--- config.mk ---
export PLATFORM = sky130hd
export DESIGN_NAME = instr_prefetch_queue
export DESIGN_NICKNAME = d
export VERILOG_FILES = /design/src/rtl/instr_prefetch_queue.sv
export SDC_FILE = /design/constraint.sdc
export NUM_CORES = 1
export LEC_CHECK = 0
export ABC_AREA = 1
export CAP_MARGIN = 0
export CORE_ASPECT_RATIO = 1.4
export CORE_MARGIN = 3
export CORE_UTILIZATION = 60
export DETAILED_ROUTE_END_ITERATION = 7
export GPL_TIMING_DRIVEN = 0
export PLACE_DENSITY = 0.86
export RECOVER_POWER = 100
export SYNTH_ARGS = -nofsm -noshare
export SYNTH_HDL_FRONTEND = slang
export SYNTH_SLANG_ARGS = --single-unit
--- constraint.sdc ---
create_clock -name CLK -period 7.7 [get_ports CLK]
set_input_delay 1.54 -clock CLK [delete_from_list [all_inputs] [get_ports CLK]]
set_output_delay 1.54 -clock CLK [all_outputs]
set_load 0.05 [all_outputs]
--- src/rtl/instr_prefetch_queue.sv ---
// ---------------------------------------------------------------------------
// instr_prefetch_queue
//
// Fetch front end ahead of the IF/ID register. It issues sequential word
// fetches to instruction memory (one request outstanding at most), buffers
// the returned words with their PCs in a small FIFO, and presents the head
// entry as {instr, pc, pc+4}. A redirect flushes the queue and restarts
// fetching at the new address.
//
// Parameters
//   DEPTH     queue entries, power of two, 2..16
//   RESET_PC  first fetch address after reset
//
// Ports
//   CLK, RST        clock (rising edge); asynchronous active-high reset
//   imem_req_*      fetch request: valid/ready handshake, word-aligned address
//   imem_rsp_*      fetch response: one word per accepted request
//   redirect_*      flush and restart fetch at redirect_pc (bits [1:0] dropped)
//   instr_ready     consumer takes the head entry this cycle
//   instr_valid     head entry present
//   instr_out       head instruction word
//   instr_pc        head PC
//   instr_pc_plus4  head PC + 4 (wraps modulo 2^32)
//
// Optional feature (macro PREFETCH_STATS_EN):
//   stat_flush_cnt   redirects that threw away a queued or in-flight word
//   stat_starve_cnt  cycles with instr_ready=1 and nothing to deliver
//   Both are 16-bit saturating counters, reset to 0.
// ---------------------------------------------------------------------------
module instr_prefetch_queue #(
    parameter int unsigned DEPTH    = 4,
    parameter logic [31:0] RESET_PC = 32'h0
) (
    input  logic        CLK,
    input  logic        RST,
    output logic        imem_req_valid,
    output logic [31:0] imem_req_addr,
    input  logic        imem_req_ready,
    input  logic        imem_rsp_valid,
    input  logic [31:0] imem_rsp_data,
    input  logic        redirect_valid,
    input  logic [31:0] redirect_pc,
    input  logic        instr_ready,
    output logic        instr_valid,
    output logic [31:0] instr_out,
    output logic [31:0] instr_pc,
    output logic [31:0] instr_pc_plus4
`ifdef PREFETCH_STATS_EN
    ,
    output logic [15:0] stat_flush_cnt,
    output logic [15:0] stat_starve_cnt
`endif
);

    localparam int AW = (DEPTH > 1) ? $clog2(DEPTH) : 1;
    localparam int CW = AW + 1;

    typedef enum logic [1:0] {
        S_FETCH = 2'd0,
        S_WAIT  = 2'd1,
        S_DRAIN = 2'd2
    } state_t;

    // Control state
    state_t          r_state;
    logic [31:0]     r_fetch_pc;
    logic            r_req_valid;
    logic [AW-1:0]   r_wptr;
    logic [AW-1:0]   r_rptr;
    logic [CW-1:0]   r_count;

    // Datapath storage (not reset; qualified by r_count / r_req_valid)
    logic [31:0]     r_req_pc;
    logic [31:0]     r_instr_mem [DEPTH];
    logic [31:0]     r_pc_mem    [DEPTH];

    logic            w_xfer;
    logic            w_push;
    logic            w_pop;
    state_t          w_state_nx;
    logic [31:0]     w_fetch_pc_nx;
    logic [CW-1:0]   w_count_nx;
    logic            w_req_valid_nx;
    logic            w_unused;

    // The low address bits of a redirect target are forced to zero.
    assign w_unused = &{1'b0, redirect_pc[1:0]};

    always_comb begin
        // r_req_valid is only ever set while in FETCH, so a transfer implies FETCH.
        w_xfer        = r_req_valid & imem_req_ready;
        w_push        = (r_state == S_WAIT) & imem_rsp_valid & ~redirect_valid;
        w_pop         = instr_valid & instr_ready & ~redirect_valid;
        w_state_nx    = r_state;
        w_fetch_pc_nx = r_fetch_pc;

        case (r_state)
            S_FETCH: begin
                if (w_xfer) begin
                    w_state_nx    = S_WAIT;
                    w_fetch_pc_nx = r_fetch_pc + 32'd4;
                end
            end
            S_WAIT:  if (imem_rsp_valid) w_state_nx = S_FETCH;
            S_DRAIN: if (imem_rsp_valid) w_state_nx = S_FETCH;
            default: w_state_nx = S_FETCH;
        endcase

        // After the normal transition, WAIT means "a request is still in flight
        // past this edge". A redirect turns that word stale, so it must be
        // drained. A response landing with the redirect has already retired the
        // only outstanding request, so fetch restarts straight away.
        if (redirect_valid) begin
            w_fetch_pc_nx = {redirect_pc[31:2], 2'b00};
            if (w_state_nx == S_WAIT) w_state_nx = S_DRAIN;
        end

        if (redirect_valid) begin
            w_count_nx = '0;
        end else begin
            case ({w_push, w_pop})
                2'b10:   w_count_nx = r_count + CW'(1);
                2'b01:   w_count_nx = r_count - CW'(1);
                default: w_count_nx = r_count;
            endcase
        end

        // Only FETCH has nothing outstanding, so count < DEPTH there already
        // reserves a slot for the response of the request about to be issued.
        w_req_valid_nx = (w_state_nx == S_FETCH) && (w_count_nx < CW'(DEPTH));
    end

    always_ff @(posedge CLK or posedge RST) begin
        if (RST) begin
            r_state     <= S_FETCH;
            r_fetch_pc  <= RESET_PC;
            r_req_valid <= 1'b0;
            r_wptr      <= '0;
            r_rptr      <= '0;
            r_count     <= '0;
        end else begin
            r_state     <= w_state_nx;
            r_fetch_pc  <= w_fetch_pc_nx;
            r_req_valid <= w_req_valid_nx;
            r_count     <= w_count_nx;
            if (redirect_valid) begin
                // Pushes are suppressed on a redirect, so aligning the read
                // pointer to the write pointer empties the queue.
                r_rptr <= r_wptr;
            end else begin
                if (w_push) r_wptr <= r_wptr + AW'(1);
                if (w_pop)  r_rptr <= r_rptr + AW'(1);
            end
        end
    end

    always_ff @(posedge CLK) begin
        if (w_xfer) r_req_pc <= r_fetch_pc;
        if (w_push) begin
            r_instr_mem[r_wptr] <= imem_rsp_data;
            r_pc_mem[r_wptr]    <= r_req_pc;
        end
    end

    assign imem_req_valid = r_req_valid;
    assign imem_req_addr  = r_fetch_pc;

    // Head outputs read as zero whenever the queue is empty, which also keeps
    // them at zero straight out of reset without resetting the storage.
    assign instr_valid    = (r_count != '0);
    assign instr_out      = instr_valid ? r_instr_mem[r_rptr]       : 32'h0;
    assign instr_pc       = instr_valid ? r_pc_mem[r_rptr]          : 32'h0;
    assign instr_pc_plus4 = instr_valid ? r_pc_mem[r_rptr] + 32'd4  : 32'h0;

`ifdef PREFETCH_STATS_EN
    logic [15:0] r_flush_cnt;
    logic [15:0] r_starve_cnt;
    logic        w_flush_hit;
    logic        w_starve_hit;

    // A redirect loses work if the queue holds entries, a live request is in
    // flight, or a request is accepted on the same edge. A word already being
    // drained was counted by the redirect that made it stale.
    assign w_flush_hit  = redirect_valid & (instr_valid | (r_state == S_WAIT) | w_xfer);
    assign w_starve_hit = ~instr_valid & instr_ready;

    always_ff @(posedge CLK or posedge RST) begin
        if (RST) begin
            r_flush_cnt  <= 16'h0;
            r_starve_cnt <= 16'h0;
        end else begin
            if (w_flush_hit && (r_flush_cnt != 16'hFFFF))
                r_flush_cnt <= r_flush_cnt + 16'd1;
            if (w_starve_hit && (r_starve_cnt != 16'hFFFF))
                r_starve_cnt <= r_starve_cnt + 16'd1;
        end
    end

    assign stat_flush_cnt  = r_flush_cnt;
    assign stat_starve_cnt = r_starve_cnt;
`endif

endmodule
==> results.txt <==
Post-Synth XOR/XNOR Area = 1.00%
slowest CP cell = nor3_1
DR vias = 12,300
WL final = 41,100 um
Synth Area in Simple Gates = 23.0%
# H-tree levels = 1
Seq cells post-synth = 318
vias per inst = 5.83
setup violators final = 0
most frequent CP cell = clkbuf_1
post-synthesis instance total = 1,550
Post-synth EDFFs = 278
largest net degree at the start of global routing = 41
failing checks = max-capacitance violations, max-slew violations
total die area = 26,700 um^2
Core ar. = 24,100 um^2
PostCTS Resize Cnt = 0
crit path capture = instr_pc_plus4[3]
Synth Area in Adders = 1.10%
DR pass1 iterations = 6
Critical R2R Capture = r_instr_mem[0][24]$_DFFE_PP_
CTS sink cnt = 318
fin. max-slew vios = 258
Worst Setup SP = r_count[1]$_DFFE_PP0P_
CTS max path bufs = 3
drt initial violations = 1,338
FILL cells = 1,583
Residual DRC = 0
Critical Path Sink Type = primary output
Slew @ Worst Pin = 1900 ps
r2r setup slk = 3420 ps
first-pass GRT wire length = 62,600 um
Pwr Total = 0.00645 W
Leakage = 7.24 nW
post-route setup TNS = 0 ps
Final ANT Viol Nets = 0
maximum VDD drop = 244 uV
post-synthesis compound-gate area fraction = 6.88%
crit path DAT = 4620 ps
CTS hold repair buffers = 0
number of port buffers = 190
synth unique cells = 36
Initial Util = 61.5%
Clock Skew = 15.4 ps
synthesized cell area = 14,800 um^2
vias in the first global route = 12,100
Hold Path Class = flop to flop
R2R cell count = 5
crit path time final = 6160 ps
CP max FO = 10
nets@finish = 1,865
CP Class = flop to primary output
max_cap viols = 10
asr flop ratio synth = 12.6%
post-DP HPWL = 28,300 um
leading register cell type out of synthesis = edfxtp_1
Placer Congestion = 0.941
I/O Pins = 200
Avg Cell Area, Syn = 9.58 um^2
CTS tree = built
fin crit share = 80.1%
DR WL/cell = 19.4 um
layout cells sized above 1 = 5.93%
Clk Tree Root Cell = clkbuf_16
Fmax = 162 MHz
CP cell instances = nor3_1 > clkbuf_1 > clkbuf_1 > nor2_1 > dlygate4sd3_1
Setup Buffers After CTS = 0
CTS buffer count = 27
sequential cell area fraction in the yosys report = 63.0%
Fin. Hold Viols = 0
Synth-to-Final Area Change = 21.7%
Slew headroom = -27.7%
placed cell count = 2,063
initial antenna violation count = 1
Worst R2R Start = r_state[1]$_DFF_PP0_
fin util = 74.8%
yosys warns = 0
Die Ht = 192 um
mux cell area share after synthesis = 0%
Setup WS post-layout = 1540 ps
Global Route Usage Sum = 29.9%
main combinational cell family by area after synthesis = simple AND/OR/NAND/NOR gates
pre-CTS setup slack = 2470 ps
Finished Layout Cells = 2,114
RSZ-0062 raised after global routing = false
Die Wd = 139 um
Pwr per Cell Area = 357 nW/um^2
clock latency on the worst-skew pair = 540 ps
Critical Path RT = 6160 ps
std cell rows = 67
critical path's largest stage delay = 1490 ps
CTS clk-pin slew, worst paths = 70 ps
status = complete, but fails checks
Setup crit start kind = flop
GRT overflow = 0
==> placed cells by master, fill, tap and decap left out, types with 7 or more instances in the layout <==
cell	instances
a21oi_1	61
buf_1	8
buf_2	16
buf_4	12
buf_6	7
clkbuf_1	38
clkbuf_16	27
clkdlybuf4s50_1	33
clkinv_2	8
dfrtp_1	40
dlygate4sd3_1	157
edfxtp_1	278
ha_1	13
inv_1	91
nand2_1	427
nand2_2	9
nand3_1	95
nor2_1	282
nor2_2	10
nor3_1	15
o211ai_1	7
o21ai_0	99
xor2_1	14
==> layout make-up <==
| class | count | area (um^2) | share of cell area [%] |
|---|---|---|---|
| well taps | 310 | 388 | 2.15 |
| flip-flops and latches | 318 | 9350 | 51.8 |
| multi-input cells | 1071 | 4760 | 26.4 |
| diodes | 1 | 2.50 | 0.0139 |
| clock buffers | 30 | 687 | 3.80 |
| repair buffers | 198 | 1930 | 10.7 |
| inverters | 96 | 365 | 2.02 |
| clock inverters | 20 | 195 | 1.08 |
| plain buffers | 70 | 380 | 2.11 |
==> registers in the layout, summed over array words and instances, names as in the netlist <==
register	flops
imem_req_addr	30
imem_req_valid	1
r_count	3
r_instr_mem	128
r_pc_mem	120
r_req_pc	30
r_rptr	2
r_state	2
r_wptr	2
==> power by group <==
| group | leakage (nW) | switching [W] | internal [W] |
|---|---|---|---|
| Sequential | 3.00 | 0.000142 | 0.00207 |
| Combinational | 3.81 | 0.00212 | 0.000770 |
| Clock | 0.431 | 0.000599 | 0.000750 |
| Total | 7.24 | 0.00287 | 0.00359 |
==> layer usage <==
| layer | GRT usage (%) | wire length [um] |
|---|---|---|
| met5 | 0 | 0 |
| met4 | 15.1 | 1780 |
| met3 | 3.26 | 3810 |
| met2 | 52.8 | 20800 |
| met1 | 36.7 | 14700 |
==> synthesized netlist by cell type, drive strengths merged (3+ instances only) <==
cell	instances	share of area (%)
o211ai	7	0.35
xnor2	3	0.18
nand4	5	0.21
o221ai	6	0.35
dfrtp	40	6.7
o21ai	99	3.3
clkbuf	25	0.63
inv	96	2.5
nor2	295	7.8
xor2	14	0.83
edfxtp	278	56
buf	45	1.9
nor3	15	0.54
a21oi	61	2.1
nand2	436	11
nand3	96	3.3
o21bai	5	0.25
ha	13	1.1
==> logic make-up after synthesis <==
| logic type | Yosys count |
|---|---|
| DFF | 318 |
| xor gates and xnor gates | 17 |
| AOI/OAI and AO/OA | 188 |
| adders and majority gates | 13 |
| and+or+nand+nor | 847 |
| other | 1 |
| buffers and inverters | 166 |
==> critical path: cells and delay by family, from the launching register on <==
family / cells / cell delay (ps)
AND/OR/NAND/NOR: 2 / 1620
buffers and inverters: 3 / 2040
flip-flops: 1 / 420
==> metrics by stage <==
stage | hold slack [ps] | cell area [um^2]
after floorplan | 459 | 14900
after global placement | 468 | 17200
after detailed placement | 478 | 17300
after CTS | 492 | 18200
after global routing | 511 | 18100
final | 493 | 18100
==> worst min-delay path by stage <==
stage                     slack, ps  cells after the start              startpoint                         to
after floorplan                 460                      0  r_req_pc[10]$_DFFE_PP_  r_pc_mem[0][10]$_DFFE_PP_
after global placement          470                      0  r_req_pc[15]$_DFFE_PP_  r_pc_mem[0][15]$_DFFE_PP_
after detailed placement        480                      0  r_req_pc[31]$_DFFE_PP_  r_pc_mem[0][31]$_DFFE_PP_
after CTS                       490                      0   r_req_pc[3]$_DFFE_PP_   r_pc_mem[2][3]$_DFFE_PP_
after global routing            510                      0   r_req_pc[5]$_DFFE_PP_   r_pc_mem[2][5]$_DFFE_PP_
final                           490                      0   r_req_pc[3]$_DFFE_PP_   r_pc_mem[1][3]$_DFFE_PP_
No activity file was read; power rests on OpenSTA's default activity.
